[src/rtl/div_seq.sv]
// div_seq: multi-cycle restoring divider for DIV/DIVU, one quotient bit per cycle.
// Ports: clk, rst (sync, active-low), start/signed_div/a/b request, annul flush,
//        result {rem,quot} valid with ready pulse, stall holds the pipeline.
module div_seq #(
    parameter int WIDTH = 32
) (
    input  logic               clk,
    input  logic               rst,
    input  logic               start,
    input  logic               signed_div,
    input  logic [WIDTH-1:0]   a,
    input  logic [WIDTH-1:0]   b,
    input  logic               annul,
    output logic [2*WIDTH-1:0] result,
    output logic               ready,
    output logic               stall
);

    localparam int CW = (WIDTH > 1) ? $clog2(WIDTH) : 1;

    localparam logic [1:0] S_IDLE    = 2'd0;
    localparam logic [1:0] S_DIVZERO = 2'd1;
    localparam logic [1:0] S_ON      = 2'd2;
    localparam logic [1:0] S_END     = 2'd3;

    localparam logic [CW-1:0] LAST = CW'(WIDTH - 1);

    logic [1:0]         state;
    logic [CW-1:0]      cnt;
    logic [2*WIDTH-1:0] work;
    logic [WIDTH-1:0]   dvsr;
    logic               neg_q;
    logic               neg_r;
    logic [2*WIDTH-1:0] res_q;

    logic [WIDTH-1:0]   a_abs;
    logic [WIDTH-1:0]   b_abs;
    logic [2*WIDTH:0]   shifted;
    logic [WIDTH-1:0]   diff;
    logic               ge;
    logic [2*WIDTH-1:0] work_nxt;
    logic [WIDTH-1:0]   q_fin;
    logic [WIDTH-1:0]   r_fin;

    assign a_abs = (signed_div && a[WIDTH-1]) ? -a : a;
    assign b_abs = (signed_div && b[WIDTH-1]) ? -b : b;

    // The top WIDTH+1 bits of the shifted value are compared in full;
    // the subtraction only needs WIDTH bits since the difference < dvsr.
    assign shifted = {work, 1'b0};
    assign ge      = shifted[2*WIDTH:WIDTH] >= {1'b0, dvsr};
    assign diff    = shifted[2*WIDTH-1:WIDTH] - dvsr;

    always_comb begin
        work_nxt = shifted[2*WIDTH-1:0];
        if (ge) begin
            work_nxt = {diff, shifted[WIDTH-1:1], 1'b1};
        end
    end

    assign q_fin = neg_q ? -work_nxt[WIDTH-1:0] : work_nxt[WIDTH-1:0];
    assign r_fin = neg_r ? -work_nxt[2*WIDTH-1:WIDTH]
                         : work_nxt[2*WIDTH-1:WIDTH];

    always_ff @(posedge clk) begin
        if (!rst) begin
            state <= S_IDLE;
            cnt   <= '0;
            work  <= '0;
            dvsr  <= '0;
            neg_q <= 1'b0;
            neg_r <= 1'b0;
            res_q <= '0;
        end else begin
            unique case (state)
                S_IDLE: begin
                    if (start && !annul) begin
                        if (b == '0) begin
                            state <= S_DIVZERO;
                        end else begin
                            state <= S_ON;
                            work  <= {{WIDTH{1'b0}}, a_abs};
                            dvsr  <= b_abs;
                            neg_q <= signed_div & (a[WIDTH-1] ^ b[WIDTH-1]);
                            neg_r <= signed_div & a[WIDTH-1];
                            cnt   <= '0;
                        end
                    end
                end
                S_DIVZERO: begin
                    if (annul) begin
                        state <= S_IDLE;
                    end else begin
                        state <= S_END;
                        res_q <= '0;
                    end
                end
                S_ON: begin
                    if (annul) begin
                        state <= S_IDLE;
                    end else begin
                        work <= work_nxt;
                        cnt  <= cnt + 1'b1;
                        if (cnt == LAST) begin
                            state <= S_END;
                            res_q <= {r_fin, q_fin};
                        end
                    end
                end
                default: begin
                    state <= S_IDLE;
                end
            endcase
        end
    end

    assign result = res_q;
    assign ready  = (state == S_END);
    // Not stalled in END: the pipeline moves on the edge that takes result.
    assign stall  = (state == S_IDLE && start && !annul)
                  || state == S_ON || state == S_DIVZERO;

endmodule

[config.mk]
export PLATFORM = sky130hd
export DESIGN_NAME = div_seq
export DESIGN_NICKNAME = d
export VERILOG_FILES = /design/src/rtl/div_seq.sv
export SDC_FILE = /design/constraint.sdc
export NUM_CORES = 1
export LEC_CHECK = 0
export ABC_AREA = 0
export BUFFER_PORTS_ARGS = -buffer_cell sky130_fd_sc_hd__buf_4
export CORE_UTILIZATION = 56
export CTS_BUF_LIST = sky130_fd_sc_hd__clkbuf_8
export DETAILED_ROUTE_END_ITERATION = 10
export GPL_ROUTABILITY_DRIVEN = 0
export PLACE_DENSITY = 0.91
export SYNTH_ARGS = -nofsm -noshare
export SYNTH_HDL_FRONTEND = slang
export SYNTH_SLANG_ARGS = --single-unit
[constraint.sdc]
create_clock -name clk -period 4.7 [get_ports clk]
set_input_delay 0.705 -clock clk [delete_from_list [all_inputs] [get_ports clk]]
set_output_delay 0.705 -clock clk [all_outputs]
set_load 0.005 [all_outputs]
==> impl_metrics.ini <==
[clocking]
h-tree-depth = 4
cts_hold_buf = 0
clkSinkCount = 169
cts_tree = yes
cts_made_buffers = 17
cts.clk_slew.worst_paths_ns = 0.10
clockBufferDepth = 2
cts_root_buf = clkbuf_8
clock_latency_ns = 0.50

[placed_design]
placed_cells = 1910
port_buffers = 134
hpwl_microns = 25900

[cells_and_area]
n_antenna_cell = 0
layout_commonest_cell = nand2_1
drive_gt1_share_pct = 14.8
final_cell_mix = nand2_1, dfxtp_1, buf_4, o21ai_0, xnor2_1
syn2layout_area_growth_pct = 12.1
stdcell_count = 1942
final_nets = 1766
n_fill_cell = 1777

[global_route]
antenna_found_initial = 0
grt_usage_pct = 31.0
grt_pass1_wl_microns = 55800
grt_start_max_net_pins = 78
grt_pass1_vias = 11200
grt.overflow.total = 0

[floorplanning]
dieArea_sq_um = 22400
start_util_pct = 57.6
die_w_microns = 150
die_y_microns = 150
core_sq_um = 21200
rows = 53
pin_count = 135

[yosys]
synthArstFlopShare_pct = 0
synth_area_leaders = dfxtp_1, nand2_1, xnor2_1, o21ai_0, ha_1
synth_area_sq_um = 12200
netlist_instances = 1580
synth_seq_cells = 169
netlist.area_leader.share_pct = 27.7
synth_fp_nets = 1692
yosysTopAreaCell = dfxtp_1
ys_warn_count = 0
avgSynthCellArea_sq_um = 7.73
yosys_most_used_dff = dfxtp_1
synth_edf_count = 0
synth.distinct_cells = 92
ys_seq_area_share_pct = 27.7

[critical_path]
timing.reg2reg.setup_slack_ns = 0.16
critical_path_class = flip-flop to flip-flop
worstPathRequired_ns = 5.06
endpoint_kind = flip-flop
reg2reg_from = dvsr[12]
start_kind = flip-flop
r2r_end = result[58]
worst_r2r_path_depth = 18
arrival_ns = 4.91
cp_max_fo = 10

[min_path]
hp-class = flip-flop to flip-flop
hold_path_end = result[51]
worstHoldStart = result[51]
min_delay_path_depth = 2

[sta]
max_freq_ghz = 0.220
tightestPinTransition_ns = 1.03
report.final.slew_viol_count = 0
clock_skew_ns = 0.0151
slew-limit-headroom_pct = 31.5
hold_viol = 0
fin_crit_sh_pct = 96.7
setup_violations = 0
min_period_ns = 4.54

[detailed_routing]
drt_wl_total_microns = 34800
drcViolationCount = 0
num_vias = 12200
first_pass_iters = 6
wl_per_cell_microns = 17.9
avgViaCountPerCell = 6.27
ant_nets = 0
drtIter0Drc = 1455

[pwr]
finalPower_w = 0.00474
p_leak_nw = 5.62
p_per_area_nw_per_um2 = 346
vdd_ir_drop_max_uv = 193

[run]
cap_violations = 0

[outcome]
status = complete, no violations
## layer usage
layer  up-vias  wire length (microns)  global-route usage (%)
li1       5756                      -                       -
met1      5647                  14700                    42.6
met2       682                  15300                    48.0
met3        91                   3950                    6.86
met4         0                    783                    9.90
met5         -                      0                       0
## sequential cells by signal (all words and copies together) (netlist names)
signal,flops
result,64
work,64
dvsr,32
cnt,5
state,2
neg_q,1
neg_r,1
## stage by stage
step	area, sq um	setup TNS (ns)	hold WS [ns]	util (%)	worst slack [ns]
final	13700	0	0.454	64.5	0.156
after floorplan	12200	0	0.441	-	0.300
after global routing	13700	-0.0170	0.478	64.5	-0.0170
after detailed placement	13300	0	0.443	62.5	0.387
after global placement	13300	0	0.435	62.5	0.629
after CTS	13700	0	0.456	64.4	0.265
## worst max-delay path: stages (launching register included)
cell and delay, ns:
dfxtp_1 0.34, inv_1 0.04, ha_1 0.46, nand2_1 0.17
o21ai_1 0.37, a221oi_4 0.13, a21oi_2 0.35, or3_2 0.28
buf_4 0.23, nand2_1 0.07, o21ai_1 0.14, ha_1 0.29
nor3b_1 0.34, a31oi_1 0.21, o31ai_4 0.15, nand3_4 0.16
o41ai_2 0.37, xnor2_1 0.19, o21ai_1 0.10
## logic make-up after synthesis
family,synth area share (%)
fa+ha+maj,4.47
flops,27.7
buf+inv,5.77
mux,1.90
simple gates,24.8
xor+xnor,9.32
compound gates,26.0
## area by class of cell
cell class	count	area (sq um)	area share, %
flip-flops and latches	169	3380	24.7
well taps	275	344	2.51
clock buffers	17	234	1.71
multi-input cells	1250	8160	59.6
repair buffers	155	1160	8.50
clock inverters	15	179	1.31
inverters	61	231	1.69
## power by group
part | total (W) | internal (W) | switching, W | leakage (nW)
registers | 0.00163 | 0.00152 | 0.000112 | 1.37
logic | 0.00205 | 0.000744 | 0.00131 | 4.04
clock network | 0.00106 | 0.000407 | 0.000657 | 0.207
total | 0.00474 | 0.00267 | 0.00207 | 5.62
## cell usage after synthesis, types with 4 or more instances
cell type  instances
a211oi_1          10
a21boi_0          41
a21o_1            12
a21oi_1           60
a21oi_2            4
a22o_1             4
a22oi_1           35
a31oi_1            9
and2_1            45
and3_1            10
buf_2             21
buf_6              8
clkbuf_1          67
dfxtp_1          169
ha_1              42
inv_1             59
mux2i_1           21
nand2_1          242
nand2b_1           9
nand3_1           59
nand4_1           17
nor2_1            62
nor2b_1           49
nor3_1            34
nor4_1            16
nor4b_1            5
o211a_1           31
o211ai_1           5
o21a_1             8
o21ai_0          118
o21ai_1           24
o31ai_1           25
o31ai_2            4
o41ai_1            7
or2_2              5
or3_1             23
or4_1              8
xnor2_1           81
xor2_1            49
## how the worst max path moves through the flow
stage / startpoint / to / depth (start not counted)
after floorplan: work[53] / result[58] / 21
after global placement: dvsr[6] / result[26] / 17
after detailed placement: dvsr[16] / result[58] / 18
after CTS: dvsr[16] / result[58] / 18
after global routing: dvsr[12] / result[58] / 18
final: dvsr[12] / result[58] / 18
## timing repair
item                                    CTS  global route
resized for setup                         0             5
endpoints found under the setup margin    0             3
buffers inserted                          0             0
hold endpoints to repair                  0             0
Power figures use the tool's default switching activity.
